**src/rtl/mult_pipe.sv**
```systemverilog
// Pipelined RV32M/RV64M multiplier: one SHIFT-bit multiplier digit is accumulated per stage,
// with bubble-collapsing backpressure and same-cycle branch kill/clear on every stage.
module mult_pipe #(
  parameter int XLEN   = 32,
  parameter int STAGES = 4,
  parameter int BM_W   = 4,
  parameter int TAG_W  = 6
) (
  input  logic                           clock,
  input  logic                           reset,
  input  logic                           in_valid,
  output logic                           in_ready,
  input  logic [1:0]                     in_func,
  input  logic [XLEN-1:0]                in_rs1,
  input  logic [XLEN-1:0]                in_rs2,
  input  logic [TAG_W-1:0]               in_tag,
  input  logic [BM_W-1:0]                in_bm,
  input  logic [BM_W-1:0]                br_resolve,
  input  logic                           br_mispred,
  output logic                           out_valid,
  input  logic                           out_ready,
  output logic [XLEN-1:0]                out_result,
  output logic [TAG_W-1:0]               out_tag,
  output logic [BM_W-1:0]                out_bm,
  output logic [$clog2(STAGES+1)-1:0]    occupancy
);

  localparam int W2    = 2 * XLEN;
  localparam int SHIFT = W2 / STAGES;
  localparam int OCC_W = $clog2(STAGES + 1);

  logic [STAGES-1:0] valid_q, valid_d, eff_v, adv;
  logic [1:0]        func_q   [STAGES];
  logic [1:0]        func_d   [STAGES];
  logic [TAG_W-1:0]  tag_q    [STAGES];
  logic [TAG_W-1:0]  tag_d    [STAGES];
  logic [BM_W-1:0]   bm_q     [STAGES];
  logic [BM_W-1:0]   bm_d     [STAGES];
  logic [BM_W-1:0]   bm_clr   [STAGES];
  logic [W2-1:0]     mcand_q  [STAGES];
  logic [W2-1:0]     mcand_d  [STAGES];
  logic [W2-1:0]     mplier_q [STAGES];
  logic [W2-1:0]     mplier_d [STAGES];
  logic [W2-1:0]     acc_q    [STAGES];
  logic [W2-1:0]     acc_d    [STAGES];
  logic [OCC_W-1:0]  occupancy_q, occ_d;
  logic [W2-1:0]     rs1_ext, rs2_ext;
  logic              in_kill;

  function automatic logic [W2-1:0] extend(input logic [XLEN-1:0] v, input logic sgn);
    return sgn ? {{XLEN{v[XLEN-1]}}, v} : {{XLEN{1'b0}}, v};
  endfunction

  // Accumulate the low multiplier digit times the (already shifted) multiplicand, mod 2^W2.
  function automatic logic [W2-1:0] pp_step(input logic [W2-1:0] acc,
                                            input logic [W2-1:0] mcand,
                                            input logic [W2-1:0] mplier);
    logic [W2-1:0] digit;
    digit = '0;
    digit[SHIFT-1:0] = mplier[SHIFT-1:0];
    return acc + mcand * digit;
  endfunction

  always_comb begin
    eff_v = '0;
    for (int k = 0; k < STAGES; k++) begin
      bm_clr[k] = bm_q[k] & ~br_resolve;
      eff_v[k]  = valid_q[k] & ~(br_mispred & (|(bm_q[k] & br_resolve)));
    end
  end

  // A stage moves on when its successor moves on or is empty (killed ops count as empty).
  always_comb begin
    logic go;
    adv = '0;
    go  = out_ready | ~eff_v[STAGES-1];
    adv[STAGES-1] = go;
    for (int k = STAGES - 2; k >= 0; k--) begin
      go     = go | ~eff_v[k+1];
      adv[k] = go;
    end
  end

  assign in_ready = adv[0];

  always_comb begin
    in_kill = br_mispred & (|(in_bm & br_resolve));
    rs1_ext = extend(in_rs1, in_func != 2'b11);
    rs2_ext = extend(in_rs2, ~in_func[1]);
    valid_d = eff_v;
    for (int k = 0; k < STAGES; k++) begin
      func_d[k]   = func_q[k];
      tag_d[k]    = tag_q[k];
      bm_d[k]     = bm_clr[k];
      mcand_d[k]  = mcand_q[k];
      mplier_d[k] = mplier_q[k];
      acc_d[k]    = acc_q[k];
    end
    if (adv[0]) begin
      valid_d[0]  = in_valid & ~in_kill;
      func_d[0]   = in_func;
      tag_d[0]    = in_tag;
      bm_d[0]     = in_bm & ~br_resolve;
      mcand_d[0]  = rs1_ext << SHIFT;
      mplier_d[0] = rs2_ext >> SHIFT;
      acc_d[0]    = pp_step('0, rs1_ext, rs2_ext);
    end
    for (int k = 1; k < STAGES; k++) begin
      if (adv[k-1]) begin
        valid_d[k]  = eff_v[k-1];
        func_d[k]   = func_q[k-1];
        tag_d[k]    = tag_q[k-1];
        bm_d[k]     = bm_clr[k-1];
        mcand_d[k]  = mcand_q[k-1] << SHIFT;
        mplier_d[k] = mplier_q[k-1] >> SHIFT;
        acc_d[k]    = pp_step(acc_q[k-1], mcand_q[k-1], mplier_q[k-1]);
      end
    end
    occ_d = '0;
    for (int k = 0; k < STAGES; k++) begin
      occ_d = occ_d + OCC_W'(valid_d[k]);
    end
  end

  always_ff @(posedge clock or negedge reset) begin
    if (!reset) begin
      valid_q     <= '0;
      occupancy_q <= '0;
    end else begin
      valid_q     <= valid_d;
      occupancy_q <= occ_d;
    end
  end

  // Payload registers carry no reset: they are only observed behind a valid bit.
  always_ff @(posedge clock) begin
    func_q   <= func_d;
    tag_q    <= tag_d;
    bm_q     <= bm_d;
    mcand_q  <= mcand_d;
    mplier_q <= mplier_d;
    acc_q    <= acc_d;
  end

  always_comb begin
    out_valid  = eff_v[STAGES-1];
    out_result = '0;
    out_tag    = '0;
    out_bm     = '0;
    if (out_valid) begin
      out_result = (func_q[STAGES-1] == 2'b00) ? acc_q[STAGES-1][XLEN-1:0]
                                               : acc_q[STAGES-1][W2-1:XLEN];
      out_tag    = tag_q[STAGES-1];
      out_bm     = bm_clr[STAGES-1];
    end
  end

  assign occupancy = occupancy_q;

endmodule

```
**config.mk**
```make
export PLATFORM = sky130hd
export DESIGN_NAME = mult_pipe
export DESIGN_NICKNAME = d
export VERILOG_FILES = /design/src/rtl/mult_pipe.sv
export SDC_FILE = /design/constraint.sdc
export NUM_CORES = 2
export LEC_CHECK = 0
export CAP_MARGIN = 5
export CORE_MARGIN = 5
export CORE_UTILIZATION = 60
export CTS_BUF_LIST = sky130_fd_sc_hd__clkbuf_8
export DETAILED_ROUTE_END_ITERATION = 8
export GPL_TIMING_DRIVEN = 0
export MAX_ROUTING_LAYER = met4
export PLACE_DENSITY = 0.77
export SLEW_MARGIN = 10
export SYNTH_ARGS = -nofsm -noshare
export SYNTH_HDL_FRONTEND = slang
export SYNTH_SLANG_ARGS = --single-unit
```
**constraint.sdc**
```tcl
create_clock -name clock -period 15.4 [get_ports clock]
set_clock_uncertainty 0.15 [all_clocks]
set_input_delay 3.08 -clock clock [delete_from_list [all_inputs] [get_ports clock]]
set_output_delay 3.08 -clock clock [all_outputs]
set_load 0.02 [all_outputs]
```
### Word level (Yosys, flattened, before mapping)

Index checks and enable logic that the tools add are counted.

* bitwise logic cells: 33
* reductions and logical operators: 6
* add/subtract/negate cells: 6
* $mul: 4
* muxes and demuxes: 13
* eq/ne operators: 1

Operator list (count)
* 64-bit adder: 3
* 64-bit by 16-bit multiplier with 64-bit output: 1
* 32-bit two-way mux: 2
* 64-bit two-way mux: 1
* 48-bit by 16-bit multiplier with 48-bit output: 1
* 4-bit AND: 10
* 32-bit by 16-bit multiplier with 32-bit output: 1
* 4-bit two-way mux: 5
* 4-bit OR reduction: 5
* 16-bit by 1-bit multiplier with 16-bit output: 1
* 1-bit AND: 10
* 1-bit NOT: 8
* 6-bit two-way mux: 1
* 1-bit two-way mux: 4
* 4-bit NOT: 1
* 1-bit OR: 4
* 2-bit by 1-bit adder with 3-bit output: 1
* 3-bit by 1-bit adder with 3-bit output: 1
* 1-bit by 1-bit adder with 2-bit output: 1
* 2-bit logical NOT: 1
* 2-bit != test, second input constant: 1

* input bits: 85
* word-level logic and storage cells: 88
* output and inout bits: 47
* bits in registers: 426

### Longest topological paths before layout

* depth in word-level cells: 14
* mapped depth: 35
* depth with buffers taken out: 34

### Worst setup path after synthesis

OpenSTA, ideal clock, no wires.

* path type: input-to-output
* start: input port br_resolve[3]
* end: output port in_ready
* arrival time: 10968 ps
* slack: 1202 ps
* buffers on the path: 1
* required time: 12170 ps
* stages: 8
* path through: clkbuf_1 > a22o_1 > o21ai_1 > nand2_1 > nor2_1 > nand3_1 > nor2_1 > inv_1

* longest elaborated chain between the ends: 10
* elaborated cells on any way between the ends: 22
* classes of those cells: bitwise: 19; reduce/logical: 3

RTL lines
* from (decl): line 18 `input logic [BM_W-1:0] br_resolve,`
* 4-bit AND: line 68 `eff_v[k] = valid_q[k] & ~(br_mispred & (|(bm_q[k] & br_resolve)));`
* 4-bit OR reduction: line 68
* 1-bit AND: line 68
* 1-bit NOT: line 68
* 1-bit AND: line 68
* 1-bit NOT: line 76, 79
* 1-bit OR: line 76 `go = out_ready | ~eff_v[STAGES-1];`
* 1-bit OR (2 in series): line 79 `go = go | ~eff_v[k+1];`
* 1-bit OR *: line 79
* to (decl): line 12 `output logic in_ready,`

Every way passes the cells marked *; elsewhere a longest branch is shown, timed or not.

### Worst setup path after layout

* start: input port in_rs1[11]
* end: register acc_q[242] (netlist bit) (data pin)

* longest elaborated chain between the ends: 2

RTL lines
* from (decl): line 14 `input logic [XLEN-1:0] in_rs1,`
* 64-bit two-way mux: line 51 `return sgn ? {{XLEN{v[XLEN-1]}}, v} : {{XLEN{1'b0}}, v};`
* 64-bit by 16-bit multiplier with 64-bit output: line 61 `return acc + mcand * digit;`
* to (signal assigned): line 142 `acc_q <= acc_d;`
* to (decl): line 44 `logic [W2-1:0] acc_q [STAGES];`

No other way between the ends.
A chain may end at the register's enable or synchronous reset.

==> summary.txt <==
Drt
  • Wire per inst: 23.1 um
  • Drt pass-1 iters: 6
  • DR vias: approximately 44000
  • Antenna-violating nets left: 0
  • 1st-iter DRT viols: ~4600
  • Routed vias/inst: roughly 5.8
  • Drt drc: 0
  • Detailed Route WL: 173000 um

Timing
  • Final setup vio count: 0
  • Final TNS setup: 0 ns
  • Final hold vios: 0
  • Post-route minimum period: 10.82 ns
  • Period Utilization, post-route: 0.702
  • Max Freq: 92.4 MHz
  • Worst-margin pin slew: 1.08 ns
  • RSZ-0062 raised after global routing: no
  • Max transition margin: 0.280
  • Final worst slack: roughly 4.6 ns
  • Final Max Slew Viols: 0

Critical path
  • CP required: between 15 and 20 ns
  • Startpoint Class: primary input
  • Crit end category: flip-flop
  • Critical path fanouts, max: 10
  • R2r startpoint: mcand_q[219]
  • Critical path class: in2reg
  • Worst setup path startpoint: in_rs1[11]
  • CP arrival: between 10 and 15 ns

Layout
  • Layout cell share with drive strength beyond 1: 0.0222
  • Reg area: about 12000 um^2
  • Fin area: 64600 um^2
  • Post-Layout Cell Count: between 7000 and 8000
  • P&R area growth vs syn: 7.35%
  • NumNets Final: approximately 7800
  • Multi-input gate area: about 43000 um^2
  • Fill cells: about 8000

Floorplan
  • Die X: ~330 um
  • Area of the die: approximately 110000 um^2
  • Die H: 327 um
  • Starting Density: 0.602
  • Core Box Area: 99900 um^2
  • Row count: around 120
  • Boundary Pins: 132

Synthesis
  • Main synth FF type: edfxtp_1
  • Yosys warnings: 0
  • Post-synth top area share: 0.406
  • Synth cell types: approximately 80
  • Syn nets: approximately 7500
  • Syn Area/Cell: 10.2 um^2
  • Post-synth EDFFs: 388
  • Sequential share of the synthesized area: 0.202
  • Synth Register Bits: slightly above 400
  • Cell Area, Synth: about 60000 um^2
  • Syn Inst Count: slightly below 6000
  • Synth area leaders: fa_1 41%, edfxtp_1 19%, inv_1 7.7%, ha_1 6.8%, nand2_1 5.3%
  • Async set or reset register ratio after synthesis: 0.0170
  • Cell taking the most area after synthesis: fa_1

Clocking
  • Hold-fix buffers, CTS: 0
  • Root Buffer: clkbuf_8
  • Num CTS Buffers: just over 70
  • Clock insertion delay at the later pin of the skew report: ~0.75 ns
  • CTS resizes: 0
  • CTS tree: built
  • Clock buffer depth: 3
  • Clock transition at path regs: approximately 0.06 ns
  • # clock sinks: 411
  • Htree depth: 3
  • Postcts setup bufs: 0

Global route
  • Congestion Overflow GR: 0
  • Initial antenna violation count: 14
  • First-pass GRT wire length: 265000 um
  • Total track usage: 0.340
  • Via count of the first global-routing pass: about 45000
  • Largest net degree at the start of global routing: 105

Placed design
  • Post-DP Area: about 63000 um^2
  • IO buf count: ~130
  • Dpl ws: ~4 ns
  • HPWL Detailed: ~140000 um
  • GPL Wtd Cong: around 1.0
  • Post-Place Cells: between 7000 and 8000

Worst hold path
  • HP Start: tag_q[21]
  • Hold WC Path Type: reg2reg

Job
  • Max_cap viols: 0

Outcome
  • Status: finished clean
Yosys cell counts, types with 40 or more instances:
library cell,number
inv_1,1238
a21o_1,100
o21ai_0,102
nand3_1,40
a21oi_1,216
fa_1,1220
xnor2_1,171
ha_1,325
nor2_1,130
and2_1,408
xor2_1,72
nand2_1,854
clkbuf_1,187
edfxtp_1,388
final timing paths:
| kind | endpoint | cells past startpoint | slack, ns |
|---|---|---|---|
| hold reg to reg | tag_q[15] | 0 | 0.23 |
| setup reg to reg | acc_q[191] | 32 | 4.93 |
| hold / removal | tag_q[15] | 0 | 0.23 |
| setup / recovery | acc_q[242] | 25 | 4.58 |
| max in group asynchronous | valid_q[1] | 1 | 12.36 |
| min in group asynchronous | occupancy[1] | 1 | 2.50 |
critical path, stage by stage:
cell             delay [ns]
clkdlybuf4s50_1        0.90
clkbuf_1               0.75
nand2_1                0.17
fa_1                   0.54
inv_1                  0.05
fa_1                   0.53
inv_1                  0.05
fa_1                   0.50
inv_1                  0.05
fa_1                   0.53
inv_1                  0.05
fa_1                   0.48
inv_1                  0.06
fa_1                   0.47
ha_1                   0.36
nand2_1                0.06
o21ai_0                0.47
a211oi_2               0.14
o31ai_2                0.41
a41o_1                 0.31
o2bb2ai_2              0.17
o21ai_2                0.15
o21a_1                 0.23
or4b_1                 0.52
o311ai_1               0.10
final cells by class:
class	count	area share
inverters	1238	0.0721
plain buffers	195	0.0114
well taps	1298	0.0252
repair buffers	131	0.0214
flip-flops and latches	411	0.188
diodes	9	0.000349
multi-input cells	4072	0.660
clock inverters	55	0.00564
clock buffers	73	0.0156
state kept, by name, summed over array words and instances (netlist names):
register   count
acc_q        256
mcand_q       81
tag_q         24
mplier_q      19
bm_q          16
func_q         8
valid_q        4
occupancy      3
through the flow:
stage / util / hold slack [ns]
floorplan: - / 0.250
global placement: 0.631 / 0.251
detailed placement: 0.633 / 0.255
CTS: 0.646 / 0.222
global route: 0.646 / 0.232
finish: 0.647 / 0.227
per-layer routing:
metal / track usage / share of wire / up-vias
li1: - / - / 18666
met1: 0.452 / 0.38 / 21864
met2: 0.508 / 0.45 / 2477
met3: 0.0870 / 0.12 / 499
met4: 0.133 / 0.051 / 0
met5: - / 0 / -
cells by family (layout without fill, tap and decap cells):
| kind of cell | count (synthesis) | in the layout | share of synthesized area |
|---|---|---|---|
| other | 0 | 9 | 0 |
| AO/OA/AOI/OAI | 636 | 636 | 0.0685 |
| flip-flops | 411 | 411 | 0.202 |
| adder cells (fa/ha/maj) | 1545 | 1545 | 0.474 |
| XOR/XNOR | 243 | 243 | 0.0354 |
| multiplexers | 14 | 14 | 0.00233 |
| AND/OR/NAND/NOR | 1634 | 1634 | 0.129 |
| buffers and inverters | 1433 | 1692 | 0.0895 |
layout by cell type, fill, tap and decap left out, types with 10 or more instances in the layout:
cell type	n
nor2b_1	32
nand2b_1	30
a21oi_1	216
clkdlybuf4s50_1	127
a21o_1	100
nand3_1	39
and3_1	30
o21a_1	35
nand4_1	19
clkinv_1	13
xor2_1	72
clkbuf_1	187
a211oi_1	21
ha_1	325
a22o_1	12
nor2_1	130
o21bai_1	28
nand2_1	854
edfxtp_1	388
a31oi_1	20
o211ai_1	10
xnor2_1	171
inv_1	1255
nor3_1	36
fa_1	1220
a41oi_1	10
o21ai_0	102
clkbuf_8	73
dfxtp_1	16
or3_1	12
o21ai_1	12
mux2i_1	14
and2_1	408
Power is not shown: default switching activity piles up to over one toggle a cycle in this logic, so the estimate is an artifact.
==> edit, RTL diff (same flow settings) <==
Set the parameter `BM_W` to 6 (it was 4).
--- a/src/rtl/mult_pipe.sv
+++ b/src/rtl/mult_pipe.sv
@@ -3,7 +3,7 @@
 module mult_pipe #(
   parameter int XLEN   = 32,
   parameter int STAGES = 4,
-  parameter int BM_W   = 4,
+  parameter int BM_W   = 6,
   parameter int TAG_W  = 6
 ) (
   input  logic                           clock,
Ports: changed (resized br_resolve, in_bm and out_bm); port bits go from 132 to 138. No check against the original RTL was run, so the function may have changed too.
==> edit against the unedited design <==
Final area rose by 0.87%. Wire length fell by 0.13%. Worst setup slack got worse by 0.58 ns. Sequential share of layout area is 0.084 points higher. Core utilization is 0.37 points higher. Cell count up 1.2%. Critical path depth increased by 8. Sequential cell count up 8. Synthesized area increased by 0.71%.
Power is left out: the tool's default activity adds up to more than one toggle a clock period on the data nets, which glitch-free logic cannot reach.
==> edit: results (changes against the unedited design) <==
Outcome
  • Status: complete, no violations

Clock network
  • Clk_lat worst skew: 0.71 ns (-0.04 ns)

Place
  • Cell Area, Placed: 63600 sq um (+0.69%)
  • Cell Count Post-Placement: 7425 (+1.1%)
  • Placed wire-length estimate: 140000 um (-0.20%)

Critical path
  • Arrival time of the worst setup path: 11.71 ns (+0.54 ns)
  • Crit path launch: mcand_q[219]$_DFFE_PN_
  • Worst path top cell family by delay: compound AO/OA/AOI/OAI gates
  • R2R Setup Slk: 4.00 ns (-0.93 ns)
  • CP peak stage delay: 0.88 ns (-0.02 ns)
  • Slowest CP cell: edfxtp_1

Layout
  • Regs by FF count: acc_q (256), mcand_q (81)
  • Fillers: 8018 (+0.025%)
  • Antenna Diode Count: 16 (+7)
  • # clk buffers: 75 (+2.7%)
  • ClkCell Share: 2.27% (+0.15 points)
  • Share of layout cells above drive strength 1: 2.05% (-0.17 points)
  • Non-clk bufs: 341 (+4.6%)
  • Number of non-clock inverters in the layout: 1258 (+1.6%)
  • Seq/total area: 18.9% (+0.084 points)
  • Data buffer area share: 3.34% (+0.062 points)
  • Count of multi-input gates: 4109 (+0.91%)
  • Multi-input combinational cell area: 42800 sq um (+0.33%)

Global routing
  • Vias in the first global route: 46068 (+2.2%)
  • Pin count of the biggest net entering global routing: 117 (+11%)
  • Antenna violations before repair: 21 (+7)
  • GRT Util Overall: 33.9% (-0.10 points)
  • First-pass GRT wire length: 267000 um (+0.74%)

STA
  • Hold WS: 0.208 ns (-0.0183 ns)
  • Tightest Pin Transition: 1.11 ns (+0.0301 ns)

Synthesis
  • Post-synth ARST share: 1.67% (-0.033 points)
  • Net Count, Synth: 7627 (+1.1%)
  • Syn Inst Count: 5993 (+1.3%)
  • #FFs+latches synth: 419 (+1.9%)

Detailed routing
  • Routed WL per cell: 22.8 um (-1.3%)
  • Vias per Instance: 5.81 (-0.14%)

Worst hold path
  • Hold EP: tag_q[17]$_DFFE_PN_
[edit: changes by cell type in the layout (fill, tap and decap cells not counted), sizes merged, moves of 9 or more]
cell / delta
a22oi: +17
clkbuf: +17
o21ai: -16
inv: +15
nor2: +14
a22o: -11
and3: -11
and2: +9
nand2b: +9
nand3: +9
nor3: -9
o21a: +9
[edit: routing by layer]
layer | vias to the layer above | wire length [um] | track usage [%]
li1 | 18905 | - | -
met3 | 504 | 18800 | 7.46
met4 | 0 | 8700 | 13.8
met1 | 22103 | 65200 | 44.5
met5 | - | 0 | -
met2 | 2439 | 79600 | 51.9
[edit: per-stage QoR]
step | utilization [%] | setup slack [ns]
final | 65.0 | 4.00
after global routing | 65.0 | 3.68
after CTS | 65.0 | 4.25
after detailed placement | 63.5 | 3.52
after global placement | 63.4 | -5.17
after floorplan | - | 0.156
